==> src/rtl/dmem_arbiter_pkg.sv <==
// Shared types for the data-memory arbiter: master ids, arbiter states,
// data_mem MemOp encodings and small helpers used by the arbiter datapath.
package dmem_arbiter_pkg;

  // Master identifier: 0 = CPU load/store path, 1 = secondary reader/writer.
  typedef logic [0:0] mst_id_t;

  localparam mst_id_t MST0 = 1'b0;
  localparam mst_id_t MST1 = 1'b1;

  // Arbiter state: free arbitration, or port held by master 0 / master 1.
  typedef enum logic [1:0] {
    ARB   = 2'd0,
    LOCK0 = 2'd1,
    LOCK1 = 2'd2
  } arb_state_e;

  // data_mem access size/sign encoding (funct3 style).
  typedef enum logic [2:0] {
    MEMOP_LB  = 3'b000,
    MEMOP_LH  = 3'b001,
    MEMOP_LW  = 3'b010,
    MEMOP_LBU = 3'b100,
    MEMOP_LHU = 3'b101
  } memop_e;

  // One-hot grant / valid vector for a master id.
  function automatic logic [1:0] mst_onehot(input mst_id_t id);
    return (id == MST1) ? 2'b10 : 2'b01;
  endfunction

  // The master that is not `id`.
  function automatic mst_id_t mst_other(input mst_id_t id);
    return (id == MST1) ? MST0 : MST1;
  endfunction

  // Lock state that corresponds to a master id.
  function automatic arb_state_e lock_state(input mst_id_t id);
    return (id == MST1) ? LOCK1 : LOCK0;
  endfunction

endpackage

==> src/rtl/dmem_rd_tagpipe.sv <==
// Read-return tracker: a DEPTH-deep shift register of (valid, master id)
// aligned with the data_mem read latency, so each return can be steered
// back to the master that issued it. Cleared by clr, which drops any
// reads still in flight.
module dmem_rd_tagpipe
  import dmem_arbiter_pkg::*;
#(
  parameter int DEPTH = 1
) (
  input  logic    clk,
  input  logic    clr,
  input  logic    push_i,
  input  mst_id_t id_i,
  output logic    valid_o,
  output mst_id_t id_o
);

  logic [DEPTH-1:0] vld_q;
  mst_id_t          id_q [DEPTH];

  // Shift valid/id one stage per cycle; stage 0 takes the newly accepted read.
  always_ff @(posedge clk or posedge clr) begin
    if (clr) begin
      vld_q <= '0;
      for (int i = 0; i < DEPTH; i++) begin
        id_q[i] <= MST0;
      end
    end else begin
      vld_q[0] <= push_i;
      id_q[0]  <= id_i;
      for (int i = 1; i < DEPTH; i++) begin
        vld_q[i] <= vld_q[i-1];
        id_q[i]  <= id_q[i-1];
      end
    end
  end

  assign valid_o = vld_q[DEPTH-1];
  assign id_o    = id_q[DEPTH-1];

endmodule

==> src/rtl/dmem_arbiter.sv <==
// Two-master arbiter in front of the single data_mem port.
//
// Handshake: a beat transfers in the cycle where m_req[n] & m_gnt[n] are
// both high. The grant is computed combinationally from registered state
// and the current m_req, so a master never sees a grant in a cycle where
// it is not requesting, and dropping m_req simply forfeits that cycle.
// Reads return m_rvalid[n] for exactly one cycle, in issue order.
//
// Arbitration is round-robin (PRIO_MODE=0) or master-0 priority with a
// starvation guard for master 1 (PRIO_MODE=1). A master may hold the port
// with m_lock for at most LOCK_MAX consecutive beats; when the limit cuts
// a lock short, the other master gets the next beat if it is requesting.
module dmem_arbiter
  import dmem_arbiter_pkg::*;
#(
  parameter int RD_LAT    = 1,
  parameter int PRIO_MODE = 0,
  parameter int MAX_WAIT  = 8,
  parameter int LOCK_MAX  = 4
) (
  input  logic             clk,
  input  logic             clr,
  input  logic [1:0]       m_req,
  input  logic [1:0]       m_lock,
  input  logic [1:0]       m_we,
  input  logic [1:0][31:0] m_addr,
  input  logic [1:0][31:0] m_wdata,
  input  logic [1:0][2:0]  m_memop,
  output logic [1:0]       m_gnt,
  output logic [1:0]       m_rvalid,
  output logic [31:0]      m_rdata,
  output logic [31:0]      mem_addr,
  output logic [31:0]      mem_wdata,
  output logic [2:0]       mem_memop,
  output logic             mem_we,
  input  logic [31:0]      mem_rdata,
  output arb_state_e       dbg_state_o
);

  localparam int WAIT_W   = (MAX_WAIT < 1) ? 1 : $clog2(MAX_WAIT + 1);
  localparam int LOCK_W   = (LOCK_MAX < 1) ? 1 : $clog2(LOCK_MAX + 1);
  localparam int PIPE_LAT = (RD_LAT < 1) ? 1 : RD_LAT;

  // Registered arbitration state.
  arb_state_e        state_q;
  mst_id_t           rr_ptr_q;     // master favoured on a round-robin tie
  logic              force_q;      // one-shot grant after a lock was cut short
  mst_id_t           force_id_q;
  logic [LOCK_W-1:0] lock_cnt_q;   // beats already done in the current lock
  logic [WAIT_W-1:0] wait_cnt_q;
  logic [WAIT_W-1:0] wait_cnt_d;

  // Last command presented to data_mem, held while nobody is granted.
  logic [31:0] last_addr_q;
  logic [31:0] last_wdata_q;
  logic [2:0]  last_memop_q;

  logic [1:0] gnt_c;
  mst_id_t    win_c;
  logic       starve_c;
  logic       accept;
  logic       rd_push;
  logic       pipe_vld;
  mst_id_t    pipe_id;

  assign starve_c = (PRIO_MODE != 0) && (wait_cnt_q == WAIT_W'(MAX_WAIT));

  // Zero-cycle winner selection from registered state and current requests.
  always_comb begin
    win_c = MST0;
    gnt_c = 2'b00;
    unique case (state_q)
      LOCK0: begin
        win_c = MST0;
        gnt_c = {1'b0, m_req[0]};
      end
      LOCK1: begin
        win_c = MST1;
        gnt_c = {m_req[1], 1'b0};
      end
      default: begin
        if (force_q && m_req[force_id_q]) begin
          win_c = force_id_q;
        end else if (PRIO_MODE != 0) begin
          if (starve_c && m_req[1]) begin
            win_c = MST1;
          end else if (m_req[0]) begin
            win_c = MST0;
          end else begin
            win_c = MST1;
          end
        end else begin
          if (&m_req) begin
            win_c = rr_ptr_q;
          end else if (m_req[0]) begin
            win_c = MST0;
          end else begin
            win_c = MST1;
          end
        end
        if (|m_req) begin
          gnt_c = mst_onehot(win_c);
        end
      end
    endcase
  end

  // Nothing is granted while reset is held, even with requests pending.
  assign m_gnt   = clr ? 2'b00 : gnt_c;
  assign accept  = |m_gnt;
  assign rd_push = accept && !m_we[win_c];

  // data_mem command mirrors the winner; otherwise hold the last command.
  assign mem_addr    = accept ? m_addr[win_c]  : last_addr_q;
  assign mem_wdata   = accept ? m_wdata[win_c] : last_wdata_q;
  assign mem_memop   = accept ? m_memop[win_c] : last_memop_q;
  assign mem_we      = accept && m_we[win_c];
  assign dbg_state_o = state_q;

  // Arbitration / lock FSM, round-robin pointer and post-lock fairness grant.
  always_ff @(posedge clk or posedge clr) begin
    if (clr) begin
      state_q    <= ARB;
      rr_ptr_q   <= MST0;
      force_q    <= 1'b0;
      force_id_q <= MST0;
      lock_cnt_q <= '0;
    end else begin
      unique case (state_q)
        LOCK0, LOCK1: begin
          if (!accept) begin
            // Lock owner stopped requesting: release the port.
            state_q    <= ARB;
            lock_cnt_q <= '0;
          end else if (!m_lock[win_c]) begin
            state_q    <= ARB;
            lock_cnt_q <= '0;
          end else if (lock_cnt_q == LOCK_W'(LOCK_MAX - 1)) begin
            // Beat budget exhausted: hand the next beat to the other master.
            state_q    <= ARB;
            lock_cnt_q <= '0;
            force_q    <= 1'b1;
            force_id_q <= mst_other(win_c);
          end else begin
            lock_cnt_q <= lock_cnt_q + 1'b1;
          end
        end
        default: begin
          force_q <= 1'b0;
          if (accept) begin
            rr_ptr_q <= mst_other(win_c);
            if (m_lock[win_c]) begin
              if (LOCK_MAX <= 1) begin
                force_q    <= 1'b1;
                force_id_q <= mst_other(win_c);
              end else begin
                state_q    <= lock_state(win_c);
                lock_cnt_q <= LOCK_W'(1);
              end
            end
          end
        end
      endcase
    end
  end

  // Starvation counter: cycles master 1 waits; cleared by a grant or an idle cycle.
  always_comb begin
    wait_cnt_d = wait_cnt_q;
    if (PRIO_MODE == 0) begin
      wait_cnt_d = '0;
    end else if (!m_req[1] || m_gnt[1]) begin
      wait_cnt_d = '0;
    end else if (wait_cnt_q != WAIT_W'(MAX_WAIT)) begin
      wait_cnt_d = wait_cnt_q + 1'b1;
    end
  end

  // Starvation counter register.
  always_ff @(posedge clk or posedge clr) begin
    if (clr) begin
      wait_cnt_q <= '0;
    end else begin
      wait_cnt_q <= wait_cnt_d;
    end
  end

  // Remember the last accepted command so mem_* stay stable when idle.
  always_ff @(posedge clk or posedge clr) begin
    if (clr) begin
      last_addr_q  <= '0;
      last_wdata_q <= '0;
      last_memop_q <= '0;
    end else if (accept) begin
      last_addr_q  <= m_addr[win_c];
      last_wdata_q <= m_wdata[win_c];
      last_memop_q <= m_memop[win_c];
    end
  end

  dmem_rd_tagpipe #(
    .DEPTH (PIPE_LAT)
  ) u_tagpipe (
    .clk     (clk),
    .clr     (clr),
    .push_i  (rd_push),
    .id_i    (win_c),
    .valid_o (pipe_vld),
    .id_o    (pipe_id)
  );

  generate
    if (PIPE_LAT == 1) begin : g_rd_comb
      // Single-cycle memory: steer the return straight through.
      assign m_rvalid = pipe_vld ? mst_onehot(pipe_id) : 2'b00;
      assign m_rdata  = pipe_vld ? mem_rdata : 32'h0;
    end else begin : g_rd_reg
      logic [1:0]  rvalid_q;
      logic [31:0] rdata_q;

      // Longer memory latency: register the return to keep the path short.
      always_ff @(posedge clk or posedge clr) begin
        if (clr) begin
          rvalid_q <= 2'b00;
          rdata_q  <= '0;
        end else begin
          rvalid_q <= pipe_vld ? mst_onehot(pipe_id) : 2'b00;
          rdata_q  <= pipe_vld ? mem_rdata : 32'h0;
        end
      end

      assign m_rvalid = rvalid_q;
      assign m_rdata  = rdata_q;
    end
  endgenerate

endmodule
==> config.mk <==
export PLATFORM = sky130hd
export DESIGN_NAME = dmem_arbiter
export DESIGN_NICKNAME = d
export VERILOG_FILES = /design/src/rtl/dmem_arbiter_pkg.sv /design/src/rtl/dmem_rd_tagpipe.sv /design/src/rtl/dmem_arbiter.sv
export SDC_FILE = /design/constraint.sdc
export NUM_CORES = 1
export LEC_CHECK = 0
export ABC_CLOCK_PERIOD_IN_PS = 7960
export CAP_MARGIN = 20
export CORE_AREA = 2 2 108 110
export DETAILED_ROUTE_END_ITERATION = 12
export DIE_AREA = 0 0 110 112
export HOLD_SLACK_MARGIN = 0.05
export PLACE_DENSITY = 0.92
export REMOVE_ABC_BUFFERS = 1
export SETUP_SLACK_MARGIN = 0.3
export SLEW_MARGIN = 5
export SYNTH_ARGS = -nofsm -noshare
export SYNTH_HDL_FRONTEND = slang
export SYNTH_SLANG_ARGS = --single-unit
export TNS_END_PERCENT = 5
==> constraint.sdc <==
create_clock -name clk -period 7.96 [get_ports clk]
set_input_delay 0.796 -clock clk [delete_from_list [all_inputs] [get_ports clk]]
set_output_delay 0.796 -clock clk [all_outputs]
set_load 0.05 [all_outputs]
# Word-level counts from Yosys, hierarchy flattened
# Index checks and enable logic that the tools add are counted.
word_totals:
  wordCells: 81
  ff_bits: 77
  in_bits: 174
classes:
  n_mux: 45
  bitwise: 1
  n_lt_le_gt_ge: 2
  n_eq_ne: 7
  addsub: 1
  n_reduce_logical: 15
ops:
  columns: ["operator", "count"]
  rows:
  - ["$mux W32", 7]
  - ["$mux W3", 9]
  - ["$mux W2", 12]
  - ["$mux W1", 15]
  - ["$ne A2 B1 Y1 const B", 3]
  - ["$reduce_and A2 Y1", 3]
  - ["$reduce_and A3 Y1", 2]
  - ["$reduce_or A2 Y1", 3]
  - ["$lt A1 B2 Y1 const B", 2]
  - ["$ne A4 B3 Y1 const B", 1]
  - ["$pmux W2 S2", 1]
  - ["$reduce_and A4 Y1", 1]
  - ["$reduce_bool A2 Y1", 2]
  - ["$add A3 B1 Y3 const B", 1]
  - ["$eq A3 B2 Y1 const B", 1]
  - ["$logic_and A1 B1 Y1", 3]
  - ["$eq A2 B1 Y1 const B", 1]
  - ["$eq A2 B2 Y1 const B", 1]
  - ["$pmux W1 S2", 1]
  - ["$logic_not A1 Y1", 1]
  - ["$not A1 Y1", 1]

# Depth between registers and ports, before layout
depth:
  word_depth: 12
  depth_mapped: 10
  ltp_nobuf: 7

# Hierarchy
# From an unflattened synthesis, not the netlist that was laid out.
hier_totals:
  cells_unflattened: 473
  area_unflattened_um2: 3876.2
modules_own_cells:
  columns: ["module", "instances", "area_each_um2", "seq_area_each_um2", "cells_per_inst"]
  rows:
  - ["dmem_arbiter", 1, 3822.4, 1876.8, 470]
  - ["dmem_rd_tagpipe", 1, 53.8, 50.0, 3]

# Worst setup path before layout
# Ideal clock, no wire load.
synth_timing:
  path_kind: "input-to-output"
  from: "input clr"
  to: "output mem_wdata[1]"
  path_slack_ns: 2.856
  t_arrival_ns: 4.308
  path_stages: 5
  cell_sequence: "inv_1 -> nand2_1 -> buf_2 -> clkbuf_1 -> o21ai_0"
synth_between:
  elab_chain_cells: 3
synth_rtl:
  columns: ["element", "line", "rtl"]
  rows:
  - ["from (decl)", "dmem_arbiter.sv:22", "input logic clr,"]
  - ["$mux W2", "dmem_arbiter.sv:109", "assign m_gnt = clr ? 2'b00 : gnt_c;"]
  - ["$reduce_or A2 Y1", "dmem_arbiter.sv:110", "assign accept = |m_gnt;"]
  - ["$mux W32", null, null]
  - ["to (decl)", "dmem_arbiter.sv:33", "output logic [31:0] mem_wdata,"]
# Every way passes these cells.

# Worst setup path in the final report
layout_timing:
  from: "register state_q[0] (netlist: dbg_state_o[0])"
  to: "output mem_addr[9]"
layout_between:
  elab_chain_cells: 5
  word_cells_on_any_way: 9
  classes_between: "eq/ne: 2; mux: 6; reduce/logical: 1"
layout_rtl:
  columns: ["element", "line", "rtl"]
  rows:
  - ["from (decl)", "dmem_arbiter.sv:45", "arb_state_e state_q;"]
  - ["from (signal assigned)", "dmem_arbiter.sv:157", "state_q <= lock_state(win_c);"]
  - ["$eq A2 B2 Y1 / $eq A2 B1 Y1 (equally long branches)", "dmem_arbiter.sv:72", "unique case (state_q)"]
  - ["$pmux W1 S2 / $pmux W2 S2 (equally long branches)", "dmem_arbiter.sv:72", null]
  - ["$mux W32 (implied by the code) / $mux W2 (equally long branches)", "dmem_arbiter.sv:114, dmem_arbiter.sv:109", null]
  - ["$mux W32 (implied by the code) / $reduce_or A2 Y1 (equally long branches)", "dmem_arbiter.sv:114, dmem_arbiter.sv:110", null]
  - ["$mux W32 *", null, null]
  - ["to (decl)", "dmem_arbiter.sv:32", "output logic [31:0] mem_addr,"]
# Mark *: on every way between the ends. The rest lies on a longest branch, timed or not. The select of a mux whose other input is x is not followed.

==> results.tsv <==
metric	value	unit
cp.arrival	3.99	ns
clock_skew	0.007604	ns
clk_pin_slew	0.06	ns
firstDrtPassIters	4	
hpwlAfterDp	10080	µm
synth_cells	398	
synth_cell_types	33	
finalNonFillerCells	813	
overflow	0	
grt_antenna_before_repair	0	
dr_wl_met3	1255	µm
grt_setup_unrepaired	no	
drive_gt1_frac	0.04179	
track_usage	0.2032	
m1WireLength	4346	µm
cts_resized	0	
seqPwrFrac	0.184	
dieArea	0.01232	mm²
vdd.ir_drop.worst	0.3171	mV
netlist_area	0.003946	mm²
initial_core_util	0.3532	
grt_max_degree	82	
synth-async-reset-ratio	1.000	
min_period	4.781	ns
port-buffer-count	279	
first_iter_violations	123	
die-width	110	µm
yosysTopAreaCell	dfrtp_1	
wl_met2	6434	µm
fin_ws	3.179	ns
routed_via_density	4.782	
grt_pass1_vias	4097	
ys_top_cells_by_area	dfrtp_1, mux2i_1, nand2_1, o21ai_0, and2_1	
powerDensity	485.5	mW/mm²
setup_viol	0	
post_cts_buffers	0	
avgSynthCellArea	9.915	µm²
hold_buffers	0	
synth_flop_cell	dfrtp_1	
slew_viol_final	0	
max-clock-path-buffers	2	
top_layer	met4	
core	0.01117	mm²
start_kind	flop	
cts_buffers	9	
ant_nets	0	
cts_max_level	3	
cts_tree	yes	
route.detailed.drc	0	
power_frac_comb	0.685	
relSlewSlack	0.5345	
ys_ff_latch	77	
pwr-share-clk	0.131	
finalCritPeriodShare	0.6006	
rows	39	
grt_pass1_wl	19240	µm
power.switching	1.784	mW
drt_wl_total	12480	µm
root_buffer	clkbuf_16	
criticalPathCategory	reg2out	
io_pins	280	
synth_enable_flop_cells	0	
p_int	1.694	mW
avgRoutedWirePerCell	15.34	µm
yosys-top-cells-count	dfrtp_1, nand2_1, mux2i_1, o21ai_0, and2_1	
clkSinkCount	77	
leakage	3.138	nW
final_util	0.6411	
syn_to_final_growth	81.55	%
worstPathMaxFanout	81	
fmax	0.2092	GHz
whs	0.4894	ns
status	completed	
synth.most_common_cell	dfrtp_1	
routabilityCongestion	0.8453	
final.setup.tns	0	ns
via_count	3888	
insertedDiodeCount	0	
min_path_type	reg2reg	
hold_viol_final	0	
ys_warn_count	0	
worst_slew_pin_slew	0.6982	ns
die_y	112	µm
cp-end-kind	output port	
maxCapViolations	0	
yosysSeqAreaShare	0.4883	
finalNetCount	844	
dp_cells	798	
clock_latency	0.33	ns
critPathRequiredTime	7.16	ns
dp_worst_setup_slack	2.648	ns
p_sw_frac	0.5129	
synth_top_area_share	0.4883	
[cell type report]
type                       count  area [µm²]
tap                          143       178.9
fill                         841        4010
clock inverter                 4       98.84
multi-input combinational    287        1857
inverter                       8       31.28
timing repair buffer         284        2843
clock buffer                  10       229.0
sequential                    77        1927
[cell families (layout without fill, tap and decap cells)]
kind of cell,Yosys count,count (layout),share of synthesized area
AOI/OAI and AO/OA,87,87,0.1237
and+or+nand+nor,125,125,0.1516
muxes,72,72,0.1839
DFF,77,77,0.4883
adders and majority gates,3,3,0.009513
buffers and inverters,34,306,0.04312
[registers in the layout, indices dropped and copies added (netlist names)]
signal / flops
last_wdata_q: 32
lock_cnt_q: 3
dbg_state_o: 2
force_q: 1
u_tagpipe.id_o: 1
rr_ptr_q: 1
last_memop_q: 3
u_tagpipe.valid_o: 1
force_id_q: 1
last_addr_q: 32
[through the flow]
step / area (µm²) / power (mW)
after global routing: 7164 / 3.658
after floorplan: 3806 / 2.285
after detailed placement: 6817 / 3.045
final: 7164 / 3.478
after CTS: 7144 / 3.508
after global placement: 6817 / 2.988
[worst max-delay path: stages, from the launching register on]
cell	delay, ns
dfrtp_1	0.41
inv_1	0.06
ha_1	0.49
o21ai_1	0.29
nand2_1	0.15
nand2_4	0.40
buf_4	0.65
nand2_1	0.12
o21ai_0	0.16
clkdlybuf4s50_1	0.87
[path summary, 6_finish.rpt]
kind / start / slack [ns] / endpoint / cells past startpoint
worst max-delay path: dbg_state_o[0] / 3.18 / mem_addr[9] / 9
worst min-delay path: last_addr_q[1] / 0.49 / last_addr_q[1] / 2
worst max register to register: dbg_state_o[0] / 4.97 / last_addr_q[9] / 7
worst min register to register: last_addr_q[1] / 0.49 / last_addr_q[1] / 2
max in group asynchronous: clr / 6.39 / last_memop_q[2] / 4
min in group asynchronous: clr / 0.97 / force_q / 3
[cells in the final DEF (no fill, tap or decap), types with 4 or more instances in the layout]
cell / netlist / final
and2_1: 34 / 34
clkdlybuf4s50_1: 0 / 279
buf_4: 6 / 4
nor2_1: 4 / 4
o21ai_1: 17 / 17
nand2_1: 75 / 74
a21oi_1: 5 / 5
inv_1: 7 / 6
dfrtp_1: 77 / 77
o21ai_0: 56 / 56
mux2i_1: 71 / 71
clkbuf_16: 0 / 9
[metal layers]
layer	global-route usage	up-vias
li1	-	1901
met1	0.2085	1761
met2	0.3722	200
met3	0.05913	26
met4	0.09114	0
met5	0	-
[power groups by stage]
stage | combinational, mW | clock (mW) | sequential (mW)
floorplan | 1.64 | 0 | 0.650
global placement | 2.35 | 0 | 0.637
detailed placement | 2.40 | 0 | 0.649
CTS | 2.40 | 0.464 | 0.643
global route | 2.52 | 0.480 | 0.659
finish | 2.38 | 0.454 | 0.640
(Power assumes the default switching activity.)
